--- config.mk ---
export PLATFORM = sky130hd
export DESIGN_NAME = vector_alu_pipe
export DESIGN_NICKNAME = d
export VERILOG_FILES = /design/src/rtl/vector_alu_pkg.sv /design/src/rtl/vector_alu_lane.sv /design/src/rtl/vector_alu_pipe.sv
export SDC_FILE = /design/constraint.sdc
export NUM_CORES = 1
export LEC_CHECK = 0
export ABC_AREA = 1
export BUFFER_PORTS_ARGS = -buffer_cell sky130_fd_sc_hd__buf_4
export CAP_MARGIN = 5
export CORE_ASPECT_RATIO = 0.5
export CORE_MARGIN = 2
export CORE_UTILIZATION = 48
export CTS_BUF_LIST = sky130_fd_sc_hd__clkbuf_16
export DETAILED_ROUTE_END_ITERATION = 10
export PLACE_DENSITY_LB_ADDON = 0.05
export SYNTH_ARGS = -nofsm -noshare
export SYNTH_HDL_FRONTEND = slang
export SYNTH_HIERARCHICAL = 1
export SYNTH_SLANG_ARGS = --single-unit
--- constraint.sdc ---
create_clock -name clk -period 11.1 [get_ports clk]
set_input_delay 0 -clock clk [delete_from_list [all_inputs] [get_ports clk]]
set_output_delay 0 -clock clk [all_outputs]
set_load 0.005 [all_outputs]
--- src/rtl/vector_alu_pkg.sv ---
// -----------------------------------------------------------------------------
// vector_alu_pkg
// Shared opcode encoding and sizing helper for the vector ALU pipeline.
//   valu_op_e  : 3-bit per-lane opcode (110/111 are illegal and yield zero)
//   LANES_OF   : number of lanes for a given vector width and lane width
// -----------------------------------------------------------------------------
package vector_alu_pkg;

  typedef enum logic [2:0] {
    VOP_ADD  = 3'b000,
    VOP_SUB  = 3'b001,
    VOP_XOR  = 3'b010,
    VOP_ROR  = 3'b011,
    VOP_ROL  = 3'b100,
    VOP_PASS = 3'b101
  } valu_op_e;

  function automatic int LANES_OF(input int n, input int lane_w);
    return n / lane_w;
  endfunction

endpackage

--- src/rtl/vector_alu_lane.sv ---
// -----------------------------------------------------------------------------
// vector_alu_lane
// Combinational single-lane operation with carry/borrow flag.
// Lanes are fully independent: no carry enters or leaves a lane.
// Ports:
//   i_a     in  LANE_W  operand A lane
//   i_b     in  LANE_W  operand B lane (rotates use the low log2(LANE_W) bits)
//   i_op    in  3       opcode (valu_op_e encoding)
//   o_res   out LANE_W  lane result
//   o_carry out 1       ADD carry-out / SUB borrow (A < B unsigned); 0 otherwise
// Configuration:
//   VALU_SATURATE_EN  when defined, ADD clamps to all-ones and SUB clamps to
//                     zero; o_carry still reports the unclamped carry/borrow.
// -----------------------------------------------------------------------------
module vector_alu_lane
  import vector_alu_pkg::*;
#(
  parameter int LANE_W = 8
) (
  input  logic [LANE_W-1:0] i_a,
  input  logic [LANE_W-1:0] i_b,
  input  logic [2:0]        i_op,
  output logic [LANE_W-1:0] o_res,
  output logic              o_carry
);

  localparam int SH_W = (LANE_W > 1) ? $clog2(LANE_W) : 1;

  logic [LANE_W:0]     w_sum;
  logic [LANE_W:0]     w_dif;
  logic [SH_W-1:0]     w_amt;
  logic [2*LANE_W-1:0] w_dbl;
  logic [2*LANE_W-1:0] w_ror_full;
  logic [2*LANE_W-1:0] w_rol_full;

`ifdef VALU_SATURATE_EN
  function automatic logic [LANE_W-1:0] sat_add(input logic [LANE_W:0] sum);
    return sum[LANE_W] ? {LANE_W{1'b1}} : sum[LANE_W-1:0];
  endfunction

  function automatic logic [LANE_W-1:0] sat_sub(input logic [LANE_W:0] dif);
    return dif[LANE_W] ? {LANE_W{1'b0}} : dif[LANE_W-1:0];
  endfunction
`endif

  // One extra bit captures carry-out; for the difference it is the borrow.
  assign w_sum = {1'b0, i_a} + {1'b0, i_b};
  assign w_dif = {1'b0, i_a} - {1'b0, i_b};

  // Rotates via a doubled copy of the lane so amount 0 needs no special case.
  assign w_amt      = i_b[SH_W-1:0];
  assign w_dbl      = {i_a, i_a};
  assign w_ror_full = w_dbl >> w_amt;
  assign w_rol_full = w_dbl << w_amt;

  always_comb begin
    o_res   = '0;
    o_carry = 1'b0;
    case (i_op)
      VOP_ADD: begin
`ifdef VALU_SATURATE_EN
        o_res = sat_add(w_sum);
`else
        o_res = w_sum[LANE_W-1:0];
`endif
        o_carry = w_sum[LANE_W];
      end
      VOP_SUB: begin
`ifdef VALU_SATURATE_EN
        o_res = sat_sub(w_dif);
`else
        o_res = w_dif[LANE_W-1:0];
`endif
        o_carry = w_dif[LANE_W];
      end
      VOP_XOR:  o_res = i_a ^ i_b;
      VOP_ROR:  o_res = w_ror_full[LANE_W-1:0];
      VOP_ROL:  o_res = w_rol_full[2*LANE_W-1:LANE_W];
      VOP_PASS: o_res = i_a;
      default: begin
        o_res   = '0;
        o_carry = 1'b0;
      end
    endcase
  end

endmodule

--- src/rtl/vector_alu_pipe.sv ---
// -----------------------------------------------------------------------------
// vector_alu_pipe
// Two-stage valid/ready vector ALU. S1 registers operands, opcode and tag;
// S2 registers the per-lane result, carry flags and tag. Full throughput
// under backpressure: S1 may refill in the same cycle S2 hands off.
// Ports:
//   clk         in   1       clock, rising edge
//   rst_n       in   1       asynchronous active-low reset
//   in_valid    in   1       operand bundle valid
//   in_ready    out  1       S1 can accept this cycle
//   regData1    in   N       operand A
//   regData2    in   N       operand B / per-lane rotate amount
//   aluControl  in   3       opcode
//   in_tag      in   TAG_W   destination tag
//   out_valid   out  1       result valid
//   out_ready   in   1       downstream accepts result
//   ALUV_res    out  N       result vector
//   out_tag     out  TAG_W   tag of ALUV_res
//   out_carry   out  LANES   per-lane carry (ADD) / borrow (SUB)
// Configuration:
//   VALU_SATURATE_EN  selects saturating ADD/SUB inside vector_alu_lane.
// -----------------------------------------------------------------------------
module vector_alu_pipe
  import vector_alu_pkg::*;
#(
  parameter int N      = 64,
  parameter int LANE_W = 8,
  parameter int TAG_W  = 5,
  localparam int LANES = LANES_OF(N, LANE_W)
) (
  input  logic             clk,
  input  logic             rst_n,
  input  logic             in_valid,
  output logic             in_ready,
  input  logic [N-1:0]     regData1,
  input  logic [N-1:0]     regData2,
  input  logic [2:0]       aluControl,
  input  logic [TAG_W-1:0] in_tag,
  output logic             out_valid,
  input  logic             out_ready,
  output logic [N-1:0]     ALUV_res,
  output logic [TAG_W-1:0] out_tag,
  output logic [LANES-1:0] out_carry
);

  logic             r_vld_p1;
  logic [N-1:0]     r_a_p1;
  logic [N-1:0]     r_b_p1;
  logic [2:0]       r_op_p1;
  logic [TAG_W-1:0] r_tag_p1;

  logic             r_vld_p2;
  logic [N-1:0]     r_res_p2;
  logic [TAG_W-1:0] r_tag_p2;
  logic [LANES-1:0] r_carry_p2;

  logic             w_s2_adv;
  logic             w_s1_load;
  logic             w_s2_load;
  logic [N-1:0]     w_res;
  logic [LANES-1:0] w_carry;

  // S2 can take a new entry when empty or when its current one leaves now;
  // out_ready -> in_ready is the only combinational path through the block.
  assign w_s2_adv  = !r_vld_p2 || out_ready;
  assign in_ready  = !r_vld_p1 || w_s2_adv;
  assign w_s1_load = in_valid && in_ready;
  assign w_s2_load = r_vld_p1 && w_s2_adv;

  // ---- Stage 1: operand capture ----
  always_ff @(posedge clk or negedge rst_n) begin
    if (!rst_n) begin
      r_vld_p1 <= 1'b0;
    end else if (in_ready) begin
      r_vld_p1 <= in_valid;
    end
  end

  always_ff @(posedge clk) begin
    if (w_s1_load) begin
      r_a_p1   <= regData1;
      r_b_p1   <= regData2;
      r_op_p1  <= aluControl;
      r_tag_p1 <= in_tag;
    end
  end

  // ---- Lane array (combinational between S1 and S2) ----
  for (genvar l = 0; l < LANES; l++) begin : g_lane
    vector_alu_lane #(
      .LANE_W(LANE_W)
    ) u_lane (
      .i_a    (r_a_p1[l*LANE_W +: LANE_W]),
      .i_b    (r_b_p1[l*LANE_W +: LANE_W]),
      .i_op   (r_op_p1),
      .o_res  (w_res[l*LANE_W +: LANE_W]),
      .o_carry(w_carry[l])
    );
  end

  // ---- Stage 2: result register ----
  always_ff @(posedge clk or negedge rst_n) begin
    if (!rst_n) begin
      r_vld_p2   <= 1'b0;
      r_res_p2   <= '0;
      r_tag_p2   <= '0;
      r_carry_p2 <= '0;
    end else begin
      if (w_s2_adv) begin
        r_vld_p2 <= r_vld_p1;
      end
      if (w_s2_load) begin
        r_res_p2   <= w_res;
        r_tag_p2   <= r_tag_p1;
        r_carry_p2 <= w_carry;
      end
    end
  end

  assign out_valid = r_vld_p2;
  assign ALUV_res  = r_res_p2;
  assign out_tag   = r_tag_p2;
  assign out_carry = r_carry_p2;

endmodule

# Word-level counts from Yosys, hierarchy flattened
# Cells that the tools add are included.
[op_classes]
add_sub_neg = 16
eq_ne = 5
shifts = 16
muxes = 16
bitwise = 8
reduce_logical = 7
[ops]
columns = ["operator", "count"]
rows = [
  ["8-bit one-hot mux with 6 select lines", 8],
  ["16-bit by 3-bit << shifter with 16-bit output", 8],
  ["16-bit by 3-bit right shift with 8-bit output", 8],
  ["8-bit by 8-bit adder with 9-bit output", 8],
  ["8-bit by 8-bit subtractor with 9-bit output", 8],
  ["8-bit XOR", 8],
  ["1-bit one-hot mux with 2 select lines", 8],
  ["3-bit by 2-bit equality test with 1-bit output, second input constant", 2],
  ["3-bit equality test, second input constant", 2],
  ["3-bit by 1-bit equality test with 1-bit output, second input constant", 1],
  ["3-bit logical NOT", 1],
  ["1-bit logical AND", 2],
  ["1-bit logical NOT", 2],
  ["1-bit logical OR", 2],
]
[word_totals]
reg_bits = 215
in_bits = 140
output_inout_bits = 79

# Depth between registers and ports, before layout
[depth]
ltp_word = 4
ltp_mapped = 16
mapped_depth_nobuf = 15

# Modules after synthesis
# Netlist, hierarchy kept.
[by_module_without_submodules]
columns = ["mod", "n_inst", "cells_each", "area_per_inst_um2", "seq_area_each_um2"]
rows = [
  ["vector_alu_pipe", 1, 479, 7219.4, 6060.8],
  ["vector_alu_lane (g_lane[4].u_lane ...)", 4, 314, 1584.0, 0.0],
  ["vector_alu_lane (g_lane[2].u_lane ...)", 2, 315, 1586.5, 0.0],
  ["vector_alu_lane (g_lane[1].u_lane)", 1, 316, 1595.3, 0.0],
  ["vector_alu_lane (g_lane[0].u_lane)", 1, 315, 1564.0, 0.0],
]

# Least setup slack after synthesis
# OpenSTA, ideal clock, no wires.
[synth_timing]
kind = "register to register"
startpoint = "register r_vld_p1"
endpoint = "register r_a_p1[0] (enable)"
arrival_ns = 3.486
setup_slack_ns = 7.125
stages_incl_launch_ff = 6
path_buffers = 2
synth_period_minus_slack_ns = 3.975
cell_sequence = "dfrtp_1 -> buf_2 -> buf_4 -> nand3_1 -> nand2_1 -> inv_1"
[synth_via]
elab_chain_len = 3
[synth_lines]
columns = ["item", "line", "source"]
rows = [
  ["start, declared", "vector_alu_pipe.sv:46", "logic r_vld_p1;"],
  ["start signal, assigned", "vector_alu_pipe.sv:75", "r_vld_p1 <= in_valid;"],
  ["1-bit logical NOT", "vector_alu_pipe.sv:66", "assign in_ready = !r_vld_p1 || w_s2_adv;"],
  ["1-bit logical OR", "vector_alu_pipe.sv:66", ""],
  ["named net in_ready", "vector_alu_pipe.sv:34", "output logic in_ready,"],
  ["1-bit logical AND", "vector_alu_pipe.sv:67", "assign w_s1_load = in_valid && in_ready;"],
  ["named net w_s1_load", "vector_alu_pipe.sv:58", "logic w_s1_load;"],
  ["end signal, assigned", "vector_alu_pipe.sv:81", "r_a_p1 <= regData1;"],
  ["end, declared", "vector_alu_pipe.sv:47", "logic [N-1:0] r_a_p1;"],
]
# The timed path passes the listed nets, and every way through them passes these cells.
# A chain may end at the register's enable or synchronous reset.

# Worst setup path in the final report
[layout_timing]
startpoint = "register r_b_p1[42]"
endpoint = "register r_res_p2[45] (netlist: ALUV_res[45])"
[layout_via]
elab_chain_len = 2
elab_cells_between_ends = 5
classes_between = "add/sub (2); shift (2); mux (1)"
[layout_lines]
columns = ["item", "line", "source"]
rows = [
  ["start, declared", "vector_alu_pipe.sv:48", "logic [N-1:0] r_b_p1;"],
  ["start signal, assigned", "vector_alu_pipe.sv:82", "r_b_p1 <= regData2;"],
  ["8-bit by 8-bit subtractor with 9-bit output, or another cell as far along", "vector_alu_lane.sv:48", "assign w_dif = {1'b0, i_a} - {1'b0, i_b};"],
  ["8-bit one-hot mux with 6 select lines *", "vector_alu_lane.sv:59", "case (i_op)"],
  ["named net w_res[45]", "vector_alu_pipe.sv:60", "logic [N-1:0] w_res;"],
  ["end signal, assigned", "vector_alu_pipe.sv:113", "r_res_p2 <= w_res;"],
  ["end, declared", "vector_alu_pipe.sv:53", "logic [N-1:0] r_res_p2;"],
]
# Mark *: on every way through the listed nets, which the timed path passes. The rest lies on a longest branch.

==> results.yml <==
synth:
  ys_seq_area_frac: 0.3047
  synthCells: 2996
  synth_nets: 3288
  yosysWarnings: 6
  synth-main-ff-cell: "edfxtp_1"
  synth_edf_count: 136
  syn_area_per_cell_um2: 6.638
  synth_seq_cells: 215
  synthArstFlopShare: 0.3674
  syn_area_um2: 19890
  ys_types: 36
cts:
  cts_buffers: 25
  cts_tree: "built"
  cts.clk_slew.worst_paths_ns: 0.08
  clock_latency_ns: 0.59
  cts-root-buf: "clkbuf_16"
  htreeDepth: 1
  cts_buffer_depth: 3
  post_cts_buffers: 0
  cts.sinks: 215
  post_cts_resized: 0
power_and_ir_drop:
  power_density_nw_per_um2: 129.6
  p_leak_nw: 12.07
  peakVddDrop_v: 0.0001240
drt:
  dr.pass1.iters: 7
  wl_met1_um: 27110
  routed-wl-met3_um: 3485
  viasPerCell: 5.433
  totalWireLength_um: 60820
  drc: 0
  drt-initial-drc-count: 1943
  antenna_left: 0
  post_drt_wl_per_cell_um: 15.77
  highest_layer: "met4"
  vias: 20950
  dr_wl_met2_um: 28460
timing:
  fin_tns_setup_ns: 0
  finalHoldViolations: 0
  slew_headroom: 0.2939
  slew_violations: 0
  fin_crit_ns: 2.942
  grt_setup_unrepaired: "no"
  timing.fmax_mhz: 339.9
  setup_violations: 0
  fin_crit_sh: 0.2650
  worst_slew_pin_slew_ns: 1.059
  fin_hold_ws_ns: 0.1265
  clock_skew_ns: 0.03493
worst_setup_path:
  arrival_ns: 3.44
  slowest_stage: "edfxtp_1"
  r2r_end: "ALUV_res[45]"
  r2r_slack_ns: 8.16
  worstPathRequired_ns: 11.60
  path_class: "reg2reg"
  worstSetupEndpointType: "register"
  cpPeakStageDelay_ns: 0.71
  startpoint_type: "register"
  path_max_fanout: 18
  reg2reg_depth: 13
  r2r-start: "r_b_p1[42]"
  cpMostUsedCell: "nand2_1"
  crit_chain: "clkinv_1 > ha_1 > inv_1 > or2_4 > nand3_1 > nand2_1 > nand2_1 > nand3_1 > nand2_1 > inv_1 > nand2_1 > nand3_1 > nand2_1"
grt:
  grt_max_degree: 79
  antenna_found_initial: 0
  grt_pass1_wl_um: 97780
  grt-ovfl-total: 0
  grt_usage: 0.2763
  grt_pass1_vias: 19254
final_layout:
  area_delta_synth_final_pct: 20.83
  fin_nets: 3589
  diodes: 0
  layout-drive-gt1-share: 0.1092
  nFillCells: 3849
floorplan:
  num_rows: 52
  coreArea_um2: 40660
  ioPinCount: 219
  initial_utilization: 0.4891
  fp.dieArea_um2: 43180
  die_w_um: 291.9
  dieHeight_um: 147.9
placed_design:
  place_hpwl_um: 43230
  numPortBuffers: 218
  place_congestion: 0.9379
hold_path:
  min_to: "r_a_p1[38]"
  worstHoldStart: "regData1[38]"
  hold_path.class: "in2reg"
  hold_depth: 2
job:
  drv_cap: 0
status:
  status: "complete, no violations"
[worst max-delay path: cells and delay by family (launching register included)]
family                     cells  cell delay, ns
and+or+nand+nor                9            0.88
buffers and inverters          3            0.72
DFF                            1            0.71
adders and majority gates      1            0.59
[cells in the mapped netlist, types with 10 or more instances]
| cell type | n | area, µm² |
|---|---|---|
| nand2_1 | 1134 | 4257 |
| nand3_1 | 630 | 3153 |
| inv_1 | 206 | 773.2 |
| nor2_1 | 200 | 750.7 |
| edfxtp_1 | 136 | 4084 |
| ha_1 | 136 | 1702 |
| a21oi_1 | 91 | 455.4 |
| dfrtp_1 | 79 | 1977 |
| buf_2 | 65 | 325.3 |
| inv_2 | 46 | 172.7 |
| nand4_1 | 44 | 275.3 |
| o21ai_0 | 31 | 155.2 |
| nand3b_1 | 24 | 180.2 |
| nor3_4 | 23 | 374.1 |
| and2_1 | 16 | 100.1 |
| fa_1 | 16 | 320.3 |
| nor3_1 | 16 | 80.08 |
| buf_4 | 15 | 112.6 |
| clkbuf_1 | 10 | 37.54 |
[metal layers]
metal  vias to the layer above  track usage
li1                      10520            -
met1                      9635       0.3694
met2                       678       0.4692
met3                       117      0.03563
met4                         0      0.08428
met5                         -            0
[state kept, by name (all words and copies together), names as in the netlist]
signal	count
r_op_p1	3
r_tag_p1	5
out_carry	8
out_valid	1
ALUV_res	64
out_tag	5
r_b_p1	64
r_a_p1	64
r_vld_p1	1
[how the worst max path moves through the flow]
stage	startpoint	to	slack (ns)	depth (start not counted)
2_1_floorplan	r_vld_p1	r_a_p1[0]	7.12	5
6_report	r_b_p1[42]	ALUV_res[45]	8.16	13
3_3_place_gp	r_b_p1[34]	ALUV_res[37]	8.22	13
4_1_cts	r_b_p1[42]	ALUV_res[45]	8.21	13
5_1_grt	r_b_p1[10]	ALUV_res[11]	7.89	13
3_5_place_dp	r_b_p1[42]	ALUV_res[45]	8.24	13
[where the power goes]
group          switching (mW)  internal (mW)  total (mW)
Combinational           0.655          0.447        1.10
Clock                   0.378          0.508       0.887
Sequential              0.138          0.988        1.13
[through the flow]
stage | area (µm²) | total power, mW | setup slack (ns) | std cells | util
finish | 24030 | 3.114 | 8.158 | 3856 | 0.5910
global route | 24030 | 3.325 | 7.890 | 3856 | 0.5910
CTS | 24030 | 3.138 | 8.213 | 3856 | 0.5910
detailed placement | 21750 | 2.193 | 8.236 | 3667 | 0.5348
global placement | 21750 | 2.188 | 8.223 | 3667 | 0.5348
floorplan | 19890 | 1.800 | 7.125 | 2996 | -
[cell type report]
cell class                 count  area [µm²]  share of cell area
multi-input combinational   2430       12350              0.5138
sequential                   215        6065              0.2524
timing repair buffer         368        3120              0.1299
inverter                     257       969.7             0.04035
tap                          540       675.6             0.02812
clock buffer                  25       625.6             0.02603
clock inverter                21       227.7            0.009476
[cells in the final DEF (no fill, tap or decap), drive strengths merged, types with 11 or more instances in the layout]
cell type    instances
a21oi               97
and2                16
buf                225
clkbuf              25
clkinv              12
dfrtp               79
dlygate4sd3        143
edfxtp             136
fa                  16
ha                 136
inv                257
nand2             1138
nand3              633
nand3b              24
nand4               44
nor2               208
nor3                40
o21ai               40
or2                 11
[cells by family after synthesis]
| kind of cell | count (synthesis) | synth area share |
|---|---|---|
| adder cells (fa/ha/maj) | 152 | 0.1017 |
| flip-flops | 215 | 0.3048 |
| XOR/XNOR | 4 | 0.001761 |
| buffers and inverters | 351 | 0.07468 |
| AND/OR/NAND/NOR | 2122 | 0.4759 |
| AO/OA/AOI/OAI | 152 | 0.04127 |
[what timing repair did]
action                                 in CTS  in global routing
endpoints found under the hold margin     177                  0
setup endpoints to repair                   0                  0
hold buffers                              143                  0
(Power assumes the default switching activity.)
